[src/rtl/div512_ss_rca_pkg.sv]
// Shared constants for the shift-subtract divider: default width, counter
// sizing and the FSM state encoding.
package div_pkg;

  localparam int DIV_WIDTH = 256;
  localparam int DIV_CNT_W = $clog2(DIV_WIDTH) + 1;

  localparam logic [1:0] ST_IDLE = 2'd0;
  localparam logic [1:0] ST_RUN  = 2'd1;
  localparam logic [1:0] ST_DONE = 2'd2;

  function automatic int cnt_width(input int w);
    return $clog2(w) + 1;
  endfunction

endpackage

[src/rtl/div512_ss_rca_if.sv]
// Request/result bundle of the divider. The master drives operands and the
// clock enable; the slave returns registered results, flags and its state.
interface div512_ss_rca_if #(
  parameter int WIDTH = div_pkg::DIV_WIDTH
);
  // Handshake: start is a request that is taken only on an en=1 edge while
  // state_dbg is IDLE (busy=0, done=0); at any other time it is ignored and
  // never queued. done is a one-cycle pulse; results and flags stay valid
  // until the next accepted request.
  logic                   en;
  logic                   start;
  logic [2*WIDTH-1:0]     dividend;
  logic [WIDTH-1:0]       divisor;
  logic [WIDTH-1:0]       quotient;
  logic [WIDTH-1:0]       remainder;
  logic                   busy;
  logic                   done;
  logic                   div_by_zero;
  logic                   overflow;
  logic [1:0]             state_dbg;

  modport master (
    output en, start, dividend, divisor,
    input  quotient, remainder, busy, done, div_by_zero, overflow, state_dbg
  );

  modport slave (
    input  en, start, dividend, divisor,
    output quotient, remainder, busy, done, div_by_zero, overflow, state_dbg
  );

endinterface

[src/rtl/div512_ss_rca_rca.sv]
// Plain ripple-carry adder; used as a subtractor by feeding the inverted
// subtrahend with cin=1, so cout=1 means "no borrow".
module div512_ss_rca_rca #(
  parameter int WIDTH = 257
) (
  input  logic [WIDTH-1:0] a,
  input  logic [WIDTH-1:0] b,
  input  logic             cin,
  output logic [WIDTH-1:0] sum,
  output logic             cout
);

  always_comb begin
    logic c;
    sum = '0;
    c   = cin;
    for (int i = 0; i < WIDTH; i++) begin
      sum[i] = a[i] ^ b[i] ^ c;
      c      = (a[i] & b[i]) | ((a[i] ^ b[i]) & c);
    end
    cout = c;
  end

endmodule

[src/rtl/div512_ss_rca.sv]
// Restoring shift-subtract divider: 2W-bit dividend / W-bit divisor, one
// quotient bit per enabled cycle through a single (W+1)-bit ripple adder.
module div512_ss_rca
  import div_pkg::*;
#(
  parameter int WIDTH = DIV_WIDTH
) (
  input logic             clk,
  input logic             rst,
  div512_ss_rca_if.slave  bus
);

  localparam int             CW   = cnt_width(WIDTH);
  localparam logic [CW-1:0]  LAST = CW'(WIDTH - 1);

  logic [1:0]        state;
  logic [CW-1:0]     cnt;
  logic [WIDTH-1:0]  r_q;
  logic [WIDTH-1:0]  q_q;
  logic [WIDTH-1:0]  d_q;
  logic [WIDTH-1:0]  quo_q;
  logic [WIDTH-1:0]  rem_q;
  logic              busy_q;
  logic              done_q;
  logic              dbz_q;
  logic              ovf_q;

  logic [WIDTH:0]    rca_a;
  logic [WIDTH:0]    rca_b;
  logic [WIDTH:0]    rca_sum;
  logic              rca_cout;
  logic              take;
  logic [WIDTH-1:0]  r_nxt;
  logic [WIDTH-1:0]  q_nxt;
  logic [WIDTH-1:0]  div_hi;

  assign div_hi = bus.dividend[2*WIDTH-1:WIDTH];

  // One adder serves both jobs: in IDLE it compares dividend_hi against the
  // divisor for overflow, in RUN it forms the trial subtraction.
  always_comb begin
    rca_a = '0;
    rca_b = '0;
    if (state == ST_IDLE) begin
      rca_a = {1'b0, div_hi};
      rca_b = ~{1'b0, bus.divisor};
    end else begin
      rca_a = {r_q, q_q[WIDTH-1]};
      rca_b = ~{1'b0, d_q};
    end
  end

  div512_ss_rca_rca #(
    .WIDTH (WIDTH + 1)
  ) u_rca (
    .a    (rca_a),
    .b    (rca_b),
    .cin  (1'b1),
    .sum  (rca_sum),
    .cout (rca_cout)
  );

  // A successful subtract always leaves a W-bit result; the top sum bit is
  // folded in as a guard on that.
  assign take  = rca_cout & ~rca_sum[WIDTH];
  assign r_nxt = take ? rca_sum[WIDTH-1:0] : rca_a[WIDTH-1:0];
  assign q_nxt = {q_q[WIDTH-2:0], take};

  always_ff @(posedge clk or posedge rst) begin
    if (rst) begin
      state  <= ST_IDLE;
      cnt    <= '0;
      r_q    <= '0;
      q_q    <= '0;
      d_q    <= '0;
      quo_q  <= '0;
      rem_q  <= '0;
      busy_q <= 1'b0;
      done_q <= 1'b0;
      dbz_q  <= 1'b0;
      ovf_q  <= 1'b0;
    end else if (bus.en) begin
      case (state)
        ST_IDLE: begin
          if (bus.start) begin
            d_q   <= bus.divisor;
            r_q   <= div_hi;
            q_q   <= bus.dividend[WIDTH-1:0];
            cnt   <= '0;
            dbz_q <= 1'b0;
            ovf_q <= 1'b0;
            if (bus.divisor == '0) begin
              dbz_q  <= 1'b1;
              quo_q  <= '1;
              rem_q  <= '0;
              done_q <= 1'b1;
              busy_q <= 1'b0;
              state  <= ST_DONE;
            end else if (take) begin
              ovf_q  <= 1'b1;
              quo_q  <= '1;
              rem_q  <= div_hi;
              done_q <= 1'b1;
              busy_q <= 1'b0;
              state  <= ST_DONE;
            end else begin
              busy_q <= 1'b1;
              state  <= ST_RUN;
            end
          end
        end
        ST_RUN: begin
          r_q <= r_nxt;
          q_q <= q_nxt;
          cnt <= cnt + 1'b1;
          if (cnt == LAST) begin
            quo_q  <= q_nxt;
            rem_q  <= r_nxt;
            done_q <= 1'b1;
            busy_q <= 1'b0;
            state  <= ST_DONE;
          end
        end
        ST_DONE: begin
          done_q <= 1'b0;
          state  <= ST_IDLE;
        end
        default: begin
          state <= ST_IDLE;
        end
      endcase
    end
  end

  assign bus.quotient    = quo_q;
  assign bus.remainder   = rem_q;
  assign bus.busy        = busy_q;
  assign bus.done        = done_q;
  assign bus.div_by_zero = dbz_q;
  assign bus.overflow    = ovf_q;
  assign bus.state_dbg   = state;

endmodule
[src/flat_wrapper.sv]
// flat-port wrapper written by rule: the top's interface ports become plain ports
module div512_ss_rca_flat import div_pkg::*;
#(
  parameter int WIDTH = DIV_WIDTH
)
  (clk, rst, bus_en, bus_start, bus_dividend, bus_divisor, bus_quotient, bus_remainder, bus_busy, bus_done, bus_div_by_zero, bus_overflow, bus_state_dbg);
  div512_ss_rca_if #(.WIDTH(WIDTH)) bus_i ();
  input logic clk;
  input logic rst;
  input wire logic [$bits(bus_i.en)-1:0] bus_en;
  input wire logic [$bits(bus_i.start)-1:0] bus_start;
  input wire logic [$bits(bus_i.dividend)-1:0] bus_dividend;
  input wire logic [$bits(bus_i.divisor)-1:0] bus_divisor;
  output wire logic [$bits(bus_i.quotient)-1:0] bus_quotient;
  output wire logic [$bits(bus_i.remainder)-1:0] bus_remainder;
  output wire logic [$bits(bus_i.busy)-1:0] bus_busy;
  output wire logic [$bits(bus_i.done)-1:0] bus_done;
  output wire logic [$bits(bus_i.div_by_zero)-1:0] bus_div_by_zero;
  output wire logic [$bits(bus_i.overflow)-1:0] bus_overflow;
  output wire logic [$bits(bus_i.state_dbg)-1:0] bus_state_dbg;
  assign bus_i.en = bus_en;
  assign bus_i.start = bus_start;
  assign bus_i.dividend = bus_dividend;
  assign bus_i.divisor = bus_divisor;
  assign bus_quotient = bus_i.quotient;
  assign bus_remainder = bus_i.remainder;
  assign bus_busy = bus_i.busy;
  assign bus_done = bus_i.done;
  assign bus_div_by_zero = bus_i.div_by_zero;
  assign bus_overflow = bus_i.overflow;
  assign bus_state_dbg = bus_i.state_dbg;
  div512_ss_rca #(.WIDTH(WIDTH)) u_core (.clk(clk), .rst(rst), .bus(bus_i));
endmodule
[config.mk]
export PLATFORM = sky130hd
export DESIGN_NAME = div512_ss_rca_flat
export DESIGN_NICKNAME = d
export VERILOG_FILES = /design/src/rtl/div512_ss_rca_pkg.sv /design/src/rtl/div512_ss_rca_if.sv /design/src/rtl/div512_ss_rca_rca.sv /design/src/rtl/div512_ss_rca.sv /design/src/flat_wrapper.sv
export SDC_FILE = /design/constraint.sdc
export NUM_CORES = 2
export LEC_CHECK = 0
export BUFFER_PORTS_ARGS = -buffer_cell sky130_fd_sc_hd__buf_2
export CORE_AREA = 2 2 504 506
export DETAILED_ROUTE_END_ITERATION = 6
export DIE_AREA = 0 0 506 508
export PLACE_DENSITY = 0.54
export SYNTH_ARGS = -nofsm -noshare
export SYNTH_HDL_FRONTEND = slang
export SYNTH_SLANG_ARGS = --single-unit
export TNS_END_PERCENT = 50
[constraint.sdc]
create_clock -name clk -period 153.2 [get_ports clk]
set_clock_uncertainty 0.2 [all_clocks]
set_input_delay 15.32 -clock clk [delete_from_list [all_inputs] [get_ports clk]]
set_output_delay 15.32 -clock clk [all_outputs]
set_load 0.05 [all_outputs]
==> flow_summary.ini <==
[yosys]
synthesis.nets = 8532
ys_warn_count = 0
synth_largest_area_cell = dfrtp_1
syn-instance-count = 7502
synth.avg_cell_area_um2 = 9.030
synth_edf_count = 0
synth_area_leaders = dfrtp_1 48%, nand2_1 17%, fa_1 7.5%
syn_area_mm2 = 0.06774
synth_commonest_cells = 3072 x nand2_1, 1295 x dfrtp_1, 427 x o22a_1
post-synth-top-count-cell = nand2_1
yosysUniqueCellTypes = 40
ys.flop_type = dfrtp_1
async_flop_share_pct = 100.0
ys_seq_elements = 1295
synth_top_area_share_pct = 47.84
yosysSeqAreaShare_pct = 47.84

[routing]
drc = 0
vias_per_cell = 5.196
ant_nets = 0
first_iter_violations = 5933
drt-total-wl_um = 297800
post_drt_wl_per_cell_um = 24.80
via_count = 62410
drt_pass1_iterations = 6

[timing]
fmax_mhz = 8.277
worst_slew_pin_slew_ns = 1.351
period_minus_slack_ns = 120.81
setup_viol = 0
timing.slew.headroom_pct = 9.106
fin_crit_sh_pct = 78.86
slew_viol_final = 0
finalHoldViolCount = 0
rsz0062_at_grt = no
setup_tns_ns = 0

[die]
rows = 185
dieArea_mm2 = 0.2570
start_util_pct = 26.85
die_y_um = 508
boundaryPins = 1290
die_x_um = 506
core_mm2 = 0.2523

[cts]
cts_hold_buf = 0
cts_buffer_depth = 3
cts_tree = done
clock_sinks = 1295
cts_resized = 0
cts_setup_buffers = 0
clkLatencyLatePin_ns = 0.84
root_buffer = clkbuf_16
clkTransAtPathRegs_ns = 0.06
cts_buffers = 158
cts-htree-levels = 4

[placement]
dpl.hpwl_um = 214100
gp_congestion = 0.9133
io_buffers = 1289
place_inst = 11650

[critical_path]
path_max_fanout = 67
cpMostUsedCell = fa_1
worstSetupPathType = in -> reg
cp_slowest_cell = buf_4
cp.arrival_ns = 121.33
cp-end-kind = flop
slowest_delay_ns = 0.81
critPathLaunchType = input pin
cp.required_ns = 153.71

[grt]
track_usage_pct = 22.39
use_met1_pct = 27.14
gr-usage-met2_pct = 36.34
antenna_found_initial = 165
grt_max_degree = 217
grt_pass1_vias = 61070
grt_util_met3_pct = 6.276
grt_pass1_wl_um = 432600
grt-ovfl-total = 0
top_usage_layer = met2

[cells_and_area]
layout-area-overhead-vs-synth_pct = 21.81
final_cells = 12010
nets = 9475
drive_above_1_share_pct = 20.20

[job]
drv_cap = 0

[power_and_ir_drop]
p_leak_nw = 37.99
peakVddDrop_uv = 22.66
finalPower_mw = 2.478
power.density_mw_per_mm2 = 30.03

[outcome]
status = completed

[min_path]
hold_class = reg -> reg
through the flow:
| step | instance area (µm²) | hold WS, ns | util [%] | setup slack (ns) |
|---|---|---|---|---|
| finish | 82520 | 0.2708 | 32.70 | 32.39 |
| global route | 82410 | 0.2842 | 32.66 | 29.53 |
| CTS | 82320 | 0.2759 | 32.63 | 32.67 |
| detailed placement | 76790 | 0.2616 | 30.43 | 32.03 |
| global placement | 76790 | 0.2566 | 30.43 | 32.50 |
| floorplan | 67740 | 0.2450 | - | 39.54 |
sequential cells by signal, indices dropped and copies added, names as in the netlist:
name,cells
u_core.d_q,256
u_core.bus.remainder,256
u_core.bus.busy,1
u_core.bus.done,1
u_core.r_q,256
u_core.q_q,256
u_core.cnt,9
u_core.bus.state_dbg,2
u_core.bus.quotient,256
u_core.bus.overflow,1
u_core.bus.div_by_zero,1
per-layer routing:
layer | vias to the layer above | part of all wire (%)
met5 | - | 0.24
met4 | 110 | 5.4
met3 | 667 | 8.7
met2 | 2735 | 47
met1 | 31350 | 39
li1 | 27550 | -
cells by family after synthesis:
family	synth area share, %
mux	3.844
simple gates	22.70
xor+xnor	0.1145
compound gates	14.07
flops	47.84
fa+ha+maj	7.591
buf+inv	3.842
where the power goes:
group / internal (mW) / switching (mW) / leakage [nW]
combinational: 0.455 / 0.984 / 21.0
sequential: 0.512 / 0.124 / 14.3
clock: 0.236 / 0.166 / 2.70
cell type report:
cell class	instances	area, µm²
diodes	77	192.7
inverters	8	37.54
flip-flops and latches	1295	32410
clock inverters	48	859.6
repair buffers	1382	7262
well taps	3366	4212
fillers	26320	169800
multi-input cells	5600	32870
clock buffers	235	4674
critical path, delay by kind of cell:
family	cells	cell delay [ns]
AND/OR/NAND/NOR	1	0.60
multiplexers	1	0.17
buffers and inverters	5	1.92
adder cells (fa/ha/maj)	256	101.80
AO/OA/AOI/OAI	2	0.98
worst paths after layout:
kind | slack, ns | start | depth (start not counted) | endpoint
max | 32.39 | bus_dividend[256] | 265 | u_core.bus.remainder[98]
min | 0.27 | u_core.d_q[3] | 2 | u_core.d_q[3]
max reg2reg | 45.02 | u_core.bus.state_dbg[0] | 266 | u_core.bus.remainder[98]
min reg2reg | 0.27 | u_core.d_q[3] | 2 | u_core.d_q[3]
max in group asynchronous | 132.86 | rst | 8 | u_core.q_q[175]
min in group asynchronous | 14.51 | rst | 2 | u_core.bus.remainder[216]
placed cells by master (no fill, tap or decap), types with 7 or more instances in the layout:
| master | Yosys | final |
|---|---|---|
| a21oi_1 | 172 | 172 |
| a31oi_1 | 340 | 340 |
| and3_1 | 175 | 174 |
| buf_12 | 0 | 9 |
| buf_2 | 106 | 1289 |
| buf_4 | 39 | 84 |
| bufinv_16 | 0 | 14 |
| clkbuf_1 | 426 | 35 |
| clkbuf_16 | 0 | 159 |
| clkbuf_8 | 0 | 41 |
| clkinv_16 | 0 | 8 |
| clkinv_2 | 0 | 16 |
| dfrtp_1 | 1295 | 1295 |
| diode_2 | 0 | 77 |
| fa_1 | 255 | 255 |
| inv_1 | 8 | 7 |
| mux2i_1 | 259 | 259 |
| nand2_1 | 3072 | 3068 |
| nand3_1 | 171 | 170 |
| nand4_1 | 18 | 18 |
| nor2_1 | 348 | 348 |
| nor4_1 | 68 | 65 |
| o221a_2 | 79 | 79 |
| o22a_1 | 427 | 427 |
| o32a_1 | 171 | 171 |
No activity file was read; power rests on OpenSTA's default activity.
